--- src/rtl/tick_timer_pkg.sv ---
// Shared encodings for the tick-driven timer: FSM state and reload mode.
// Imported by tick_timer; no logic lives here.
package tick_timer_pkg;

  typedef enum logic {
    IDLE = 1'b0,
    RUN  = 1'b1
  } state_t;

  localparam logic MODE_ONESHOT  = 1'b0;
  localparam logic MODE_PERIODIC = 1'b1;

endpackage

--- src/rtl/tick_timer.sv ---
// Counts tick enables down from a loaded value and pulses expired one cycle after the terminal tick.
// start is honoured only in IDLE; abort always wins and returns to IDLE silently.
module tick_timer
  import tick_timer_pkg::*;
#(
  parameter int WIDTH = 8
) (
  input  logic             clk,
  input  logic             reset,
  input  logic             tick,
  input  logic             start,
  input  logic [WIDTH-1:0] load,
  input  logic             periodic,
  input  logic             abort,
  output logic             busy,
  output logic             expired,
  output logic [WIDTH-1:0] count
);

  localparam logic [WIDTH-1:0] ONE = {{(WIDTH-1){1'b0}}, 1'b1};

  state_t           state, state_nxt;
  logic [WIDTH-1:0] count_q, count_nxt;
  logic [WIDTH-1:0] reload_q, reload_nxt;
  logic             mode_q, mode_nxt;
  logic             expired_q, expired_nxt;

  always_ff @(posedge clk) begin
    if (!reset) begin
      state     <= IDLE;
      count_q   <= '0;
      reload_q  <= '0;
      mode_q    <= MODE_ONESHOT;
      expired_q <= 1'b0;
    end else begin
      state     <= state_nxt;
      count_q   <= count_nxt;
      reload_q  <= reload_nxt;
      mode_q    <= mode_nxt;
      expired_q <= expired_nxt;
    end
  end

  always_comb begin
    state_nxt   = state;
    count_nxt   = count_q;
    reload_nxt  = reload_q;
    mode_nxt    = mode_q;
    expired_nxt = 1'b0;

    if (abort) begin
      state_nxt = IDLE;
      count_nxt = '0;
    end else begin
      case (state)
        IDLE: begin
          // A tick arriving with start is deliberately not counted.
          if (start) begin
            reload_nxt = load;
            mode_nxt   = periodic;
            if (load != '0) begin
              count_nxt = load;
              state_nxt = RUN;
            end else begin
              expired_nxt = 1'b1;
            end
          end
        end
        RUN: begin
          if (tick) begin
            if (count_q > ONE) begin
              count_nxt = count_q - ONE;
            end else begin
              expired_nxt = 1'b1;
              if (mode_q == MODE_PERIODIC) begin
                count_nxt = reload_q;
              end else begin
                count_nxt = '0;
                state_nxt = IDLE;
              end
            end
          end
        end
        default: begin
          state_nxt = IDLE;
          count_nxt = '0;
        end
      endcase
    end
  end

  assign busy    = (state == RUN);
  assign expired = expired_q;
  assign count   = count_q;

endmodule
--- config.mk ---
export PLATFORM = sky130hd
export DESIGN_NAME = tick_timer
export DESIGN_NICKNAME = d
export VERILOG_FILES = /design/src/rtl/tick_timer_pkg.sv /design/src/rtl/tick_timer.sv
export SDC_FILE = /design/constraint.sdc
export NUM_CORES = 1
export LEC_CHECK = 0
export ABC_AREA = 1
export BUFFER_PORTS_ARGS = -buffer_cell sky130_fd_sc_hd__clkbuf_2
export CAP_MARGIN = 10
export CORE_MARGIN = 3
export CORE_UTILIZATION = 40
export DETAILED_ROUTE_END_ITERATION = 7
export HOLD_SLACK_MARGIN = 0.02
export PLACE_DENSITY_LB_ADDON = 0.1
export RECOVER_POWER = 25
export SYNTH_ARGS = -nofsm -noshare
export SYNTH_HDL_FRONTEND = slang
export SYNTH_SLANG_ARGS = --single-unit
export TNS_END_PERCENT = 30
--- constraint.sdc ---
create_clock -name clk -period 2.3 [get_ports clk]
set_clock_uncertainty 0.15 [all_clocks]
set_input_delay 0.23 -clock clk [delete_from_list [all_inputs] [get_ports clk]]
set_output_delay 0.23 -clock clk [all_outputs]
set_load 0.005 [all_outputs]
**After elaboration in Yosys (flattened, before gate mapping)**

Cells that the tools add are included.

- Input bits: 14
- Bits in registers: 19
- Output and inout port bits: 10

- $lt $le $gt $ge: 1
- Bitwise gates (word level): 3
- Muxes and demuxes: 17
- Add/subtract/negate cells: 1
- Eq/ne operators: 3
- Reductions and logical operators: 4

Operators with widths:

| operator | count |
|---|---|
| $mux W8 | 5 |
| $pmux W8 S2 | 1 |
| $mux W1 | 9 |
| $gt A8 B1 Y1 const B | 1 |
| $reduce_bool A8 Y1 | 1 |
| $sub A8 B1 Y8 const B | 1 |
| $ne A2 B2 Y1 const B | 3 |
| $reduce_and A3 Y1 | 2 |
| $pmux W1 S2 | 2 |
| $not A1 Y1 | 3 |
| $reduce_or A2 Y1 | 1 |

**Logic depth before layout (Yosys ltp)**

Gate-level depths: netlist of the first run.

- Depth after elaboration: 4
- Mapped depth: 12

**Worst setup path before layout of the first run**

OpenSTA, ideal clock, no wires.

- Path type: register to register
- From: register count_q[0], in the netlist count[0]
- To: register count_q[1], in the netlist count[1]
- Setup slack: 0.706 ns
- Required time: 2.041 ns
- Library setup time: 0.109 ns
- Arrival: 1.335 ns
- Path buffers: 0
- Cell stages (with the launch flop): 13
- Cells stage by stage: dfxtp_1 -> inv_1 -> ha_1 -> inv_1 -> nand2_1 -> nand2_1 -> nor2_8 -> nand3_1 -> o21ai_0 -> nand2_1 -> nand3_1 -> nand2_1 -> inv_1

- Longest elaborated chain between the ends: 4
- Elaborated cells on any way between the ends: 5

RTL lines:

| element | line | text |
|---|---|---|
| start, declared | tick_timer.sv:23 | `logic [WIDTH-1:0] count_q, count_nxt;` |
| start signal, assigned | tick_timer.sv:37 | `count_q <= count_nxt;` |
| $sub A8 B1 Y8 or $gt A8 B1 Y1 (tied branches) | tick_timer.sv:72, tick_timer.sv:71 |  |
| $mux W8 (*) | tick_timer.sv:71 | `if (count_q > ONE) begin` |
| $mux W8 (*) | tick_timer.sv:70 | `if (tick) begin` |
| $pmux W8 S2 (*) | tick_timer.sv:55 | `case (state)` |

Every way passes the cells marked *; elsewhere a longest branch is shown, timed or not. The select of a mux whose other input is x is not followed.
A chain may end at the register's enable or synchronous reset.

**Worst setup path in the final report of the first run**

Ends and elaborated chain as after synthesis.

==> flow_metrics.tcl, run 1 <==
set metrics [dict create \
    synthTopCellsByArea "dfxtp_1 33%, nand2_1 9.5%, nand3_1 7.5%" \
    endpoint_kind "register" \
    synth_warnings 0 \
    cts_max_path_buffers 2 \
    grt_max_degree 13 \
    synth_common_cells "29 x nand2_1, 22 x inv_1, 22 x nor2_1" \
    synth_fp_nets 186 \
    fin_crit_sh_pct 78.98 \
    cts.sinks 19 \
    synth_flop_cell "dfxtp_1" \
    reg2reg_slack_ns 0.48 \
    setup-violations-final 0 \
    ys_types 25 \
    yosysTopAreaCell "dfxtp_1" \
    timing.rr.start "count[0]" \
    synth.most_common_cell "nand2_1" \
    cp-start-kind "register" \
    cp_max_fo 10 \
    root_buffer "clkbuf_4" \
    drive_above_1_share_pct 19.39 \
    utilization_pct 50.77 \
    yosysSeqAreaShare_pct 33.33 \
    netlist_area_mm2 0.001141 \
    worstSetupPathType "register to register" \
    grt_pass1_vias 1187 \
    r2r_end "count[1]" \
    cp_cell_sequence "inv_1, ha_1, inv_1, nand2_1, nand2_1, nor2_8, nand3_1, o21ai_0, nand2_1, nand3_1, nand2_1, inv_1" \
    hold_viol 0 \
    synth_enable_flop_cells 0 \
    drv_cap 0 \
    hpwl_um 2360 \
    drt_pass1_iterations 4 \
    synth_seq_cells 19 \
    drc 0 \
    antenna_found_initial 0 \
    core_mm2 0.002590 \
    fin_crit_ns 1.816 \
    fmax_mhz 550.5 \
    regArea_um2 380.4 \
    die_h_um 59.41 \
    n_antenna_cell 0 \
    rsz0062_at_grt "false" \
    vias 1230 \
    reg2reg_depth 12 \
    pin_count 24 \
    port_buffers 23 \
    min_from "load[5]" \
    clock_latency_ns 0.30 \
    crit_required_ns 2.41 \
    leakage_uw 0.0006283 \
    vdd_ir_drop_max_v 0.0003699 \
    hold_end "reload_q[5]" \
    power_density_mw_per_mm2 565.2 \
    numCtsBuffers 3 \
    multi_input_area_um2 651.9 \
    die_w_um 59.41 \
    grt.total_usage_pct 19.27 \
    async_flop_share_pct 0 \
    area_growth_pct 15.24 \
    relSlewSlack_pct 59.04 \
    status "finished, final reports clean" \
    hold_path_class "input pin to register" \
    drv_slew 0 \
    gp_congestion 0.8356 \
    vias_per_cell 5.442 \
    crit_top_cell "nand2_1" \
    dieArea_mm2 0.003530 \
    holdPathStages 3 \
    critPathTopFamily "simple AND/OR/NAND/NOR gates" \
    htreeDepth 1 \
    critPathMaxStageDelay_ns 0.36 \
    wl_per_cell_um 13.15 \
    n_fill_cell 274 \
    nets 213 \
    rows 18 \
    initial_utilization_pct 44.06 \
    ant_nets 0 \
    cts_setup_buffers 0 \
    drt-initial-drc-count 43 \
    worstPathArrival_ns 1.92 \
    synth_top_area_share_pct 33.33 \
    worst_pin_slew_ns 0.6121 \
    fin_setup_tns_ns 0 \
    drt-total-wl_um 2971 \
    netlist_instances 170 \
    cts_tree "yes" \
    clk_pin_slew_ns 0.11 \
    cp_slowest_cell "dfxtp_1" \
    grt.overflow.total 0 \
    avgSynthCellArea_um2 6.712 \
    crit_buf_inv 3 \
    grt_pass1_wl_um 5195 \
]
[sequential cells by signal, summed over array words and instances, names as in the netlist]
register	flops
count	8
expired	1
mode_q	1
reload_q	8
busy	1
[cell type report]
| type | count | area share [%] |
|---|---|---|
| Multi-Input combinational cell | 125 | 49.57 |
| Sequential cell | 19 | 28.92 |
| Timing Repair Buffer | 26 | 10.37 |
| Inverter | 22 | 6.280 |
| Tap cell | 30 | 2.854 |
| Clock buffer | 4 | 1.998 |
[tightest hold or removal path, stage by stage]
cell and delay, ns:
clkbuf_2 0.09, inv_1 0.07, a21oi_1 0.06
[worst max-delay path by stage]
| stage | cells past startpoint | end | slack (ns) | start |
|---|---|---|---|---|
| floorplan | 12 | count[1] | 0.71 | count[0] |
| detailed placement | 12 | count[1] | 0.51 | count[0] |
| global route | 12 | count[1] | 0.35 | count[0] |
| finish | 12 | count[1] | 0.48 | count[0] |
| CTS | 12 | count[1] | 0.48 | count[0] |
| global placement | 12 | count[1] | 0.55 | count[0] |
[layer usage]
| metal | vias to the layer above | track usage (%) | wire length, um |
|---|---|---|---|
| met2 | 53 | 31.20 | 1375 |
| met3 | 7 | 3.050 | 201 |
| met5 | - | 0 | 0 |
| met1 | 556 | 24.21 | 1329 |
| li1 | 614 | - | - |
| met4 | 0 | 10.36 | 65 |
[metrics by stage]
stage | instances | setup WS (ns) | hold slack, ns | power, uW | cell area, um2
finish | 226 | 0.4835 | 0.03067 | 743.2 | 1315
floorplan | 170 | 0.7057 | 0.2149 | 514.4 | 1141
global route | 226 | 0.3481 | 0.04426 | 792.5 | 1315
CTS | 226 | 0.4809 | 0.02218 | 753.3 | 1319
detailed placement | 221 | 0.5106 | 0.3339 | 575.5 | 1282
global placement | 221 | 0.5520 | 0.3030 | 572.6 | 1282
[placed cells by master, fill, tap and decap left out, types with 3 or more instances in the layout]
cell type and instances:
a21oi_1 16, o21ai_0 14, inv_1 22, o21ai_2 3, clkbuf_4 3, nor2_1 22, o21ai_1 6, clkbuf_1 4
nand3_1 17, dfxtp_1 19, nand2_1 29, clkbuf_2 20
[cell families after synthesis]
family	after synthesis	synth area share (%)
AOI/OAI and AO/OA	44	21.38
DFF	19	33.33
adders and majority gates	2	2.193
and+or+nand+nor	79	33.55
buffers and inverters	26	9.539
[power breakdown]
group	internal (uW)	switching [uW]	total, uW
combinational	72.7	126	199
sequential	348	22.2	370
clock	67.7	106	174
[what timing repair did]
item | in CTS | in global routing
hold buffers | 1 | 0
resized for setup | 0 | 0
endpoints found under the hold margin | 1 | 0
setup endpoints to repair | 0 | 0
No activity file was read; power rests on OpenSTA's default activity.
==> run 2, diff against run 1 <==
==> constraint.sdc (replaced) <==
create_clock -name clk -period 1.7 [get_ports clk]
set_clock_uncertainty 0.15 [all_clocks]
set_input_delay 0.17 -clock clk [delete_from_list [all_inputs] [get_ports clk]]
set_output_delay 0.17 -clock clk [all_outputs]
set_load 0.005 [all_outputs]
==> run 2 against run 1 <==
Total power up 44%. Die area unchanged. Non-clock buffer count up 16. Routed wire length up 11%. Clock power up 33%. Critical endpoint is now count[6]. Critical path depth down 3. Largest power group unchanged. Critical path type is now input pin to register. Count of clock-buffer cells in the layout down 1.
==> flow_metrics.tcl, run 2 (synthesis results as in run 1) <==
set metrics [dict create \
    initial_utilization_pct 44.06 \
    drc 0 \
    fin_crit_sh_pct 96.16 \
    drive_above_1_share_pct 26.29 \
    n_fill_cell 249 \
    dpl.cell_count 227 \
    setup-violations-final 0 \
    vias_per_cell 5.342 \
    cts_tree "yes" \
    cp-start-kind "input pin" \
    die_h_um 59.41 \
    grt.overflow.total 0 \
    drv_cap 0 \
    worst_pin_slew_ns 0.3668 \
    ant_nets 0 \
    final_cell_mix "27 x nand2_1, 21 x nor2_1, 21 x clkbuf_2" \
    fmax_mhz 611.7 \
    port_buffers 23 \
    hpwl_um 2380 \
    n_antenna_cell 0 \
    status "finished, final reports clean" \
    power_density_mw_per_mm2 699.3 \
    vdd_ir_drop_max_v 0.0005225 \
    relSlewSlack_pct 75.51 \
    worstSetupPathType "input pin to register" \
    drt-initial-drc-count 43 \
    wl_per_cell_um 13.60 \
    clock_latency_ns 0.30 \
    numCtsBuffers 3 \
    clk_pin_slew_ns 0.11 \
    dieArea_mm2 0.003530 \
    busiest_layer "met2" \
    crit_required_ns 1.75 \
    nets 230 \
    vias 1298 \
    cts_max_path_buffers 2 \
    endpoint_kind "register" \
    reg2reg_slack_ns 0.08 \
    grt_pass1_wl_um 5050 \
    gp_congestion 0.8289 \
    use_met3_pct 2.179 \
    grt.total_usage_pct 18.66 \
    grt_max_degree 13 \
    hold_viol 0 \
    hold_path_class "input pin to register" \
    worstPathArrival_ns 1.69 \
    antenna_found_initial 0 \
    layout.cells.non_filler 243 \
    layout_commonest_cell "nand2_1" \
    p_total_uw 1073 \
    cp_max_fo 7 \
    drt_pass1_iterations 4 \
    fin_crit_ns 1.635 \
    use_met1_pct 23.40 \
    drv_slew 0 \
    rows 18 \
    grt_util_met2_pct 32.92 \
    htreeDepth 1 \
    leakage_uw 0.0007182 \
    root_buffer "clkbuf_4" \
    area_growth_pct 34.43 \
    cts.sinks 19 \
    die_w_um 59.41 \
    drt-total-wl_um 3304 \
    core_mm2 0.002590 \
    grt_pass1_vias 1151 \
    pin_count 24 \
]
==> run 2: timing repair <==
| item | 4_1_cts | 5_1_grt |
|---|---|---|
| pin swaps | 0 | 5 |
| buffers inserted | 0 | 1 |
| endpoints found under the setup margin | 2 | 9 |
| hold buffers | 10 | 0 |
| gates resized for setup | 1 | 16 |
| gates cloned | 0 | 1 |
| endpoints found under the hold margin | 10 | 0 |
==> run 2: area by class of cell <==
class	instances	area, um2	area share (%)
inverters	22	85.08	5.546
repair buffers	42	289.0	18.84
flip-flops and latches	19	384.1	25.04
multi-input cells	126	710.7	46.33
clock inverters	1	5.005	0.3263
clock buffers	3	22.52	1.468
well taps	30	37.54	2.447
==> run 2: path summary, 6_finish.rpt <==
path                                   from           to  cells after the start
worst max-delay path                load[1]     count[6]                      9
worst min-delay path                  reset  reload_q[1]                      3
worst max register to register     count[0]     count[7]                     12
worst min register to register  reload_q[2]  reload_q[2]                      2
==> run 2: through the flow <==
stage	hold slack [ns]	setup slack [ns]	TNS, ns	area, um2	util [%]
after detailed placement	0.2555	-0.004009	-0.004009	1328	51.26
after global placement	0.2489	0.07535	0	1328	51.26
final	0.04699	0.06531	0	1534	59.23
after floorplan	0.1549	0.1057	0	1141	-
after global routing	0.04942	-0.01331	-0.02343	1534	59.23
after CTS	0.03192	0.009555	0	1456	56.23
==> run 2: metal layers <==
metal  wire length, um  vias to the layer above  part of all wire (%)
li1                  -                      650                     -
met1              1425                      590                    43
met2              1672                       52                    51
met3               174                        6                   5.3
met4                31                        0                  0.94
met5                 0                        -                     0
==> run 2: worst max-delay path, cell delays in order <==
cell and delay [ns]:
dlygate4sd3_1 0.53, clkbuf_2 0.13, nor2_2 0.10, nand3_1 0.11, o21ai_2 0.22, nand2_4 0.11
buf_12 0.15, o21ai_1 0.11, a21oi_1 0.05
==> run 2: where the power goes <==
part | switching (uW) | internal [uW]
combinational | 197 | 143
clock | 144 | 87.7
sequential | 30.3 | 471
total | 372 | 701
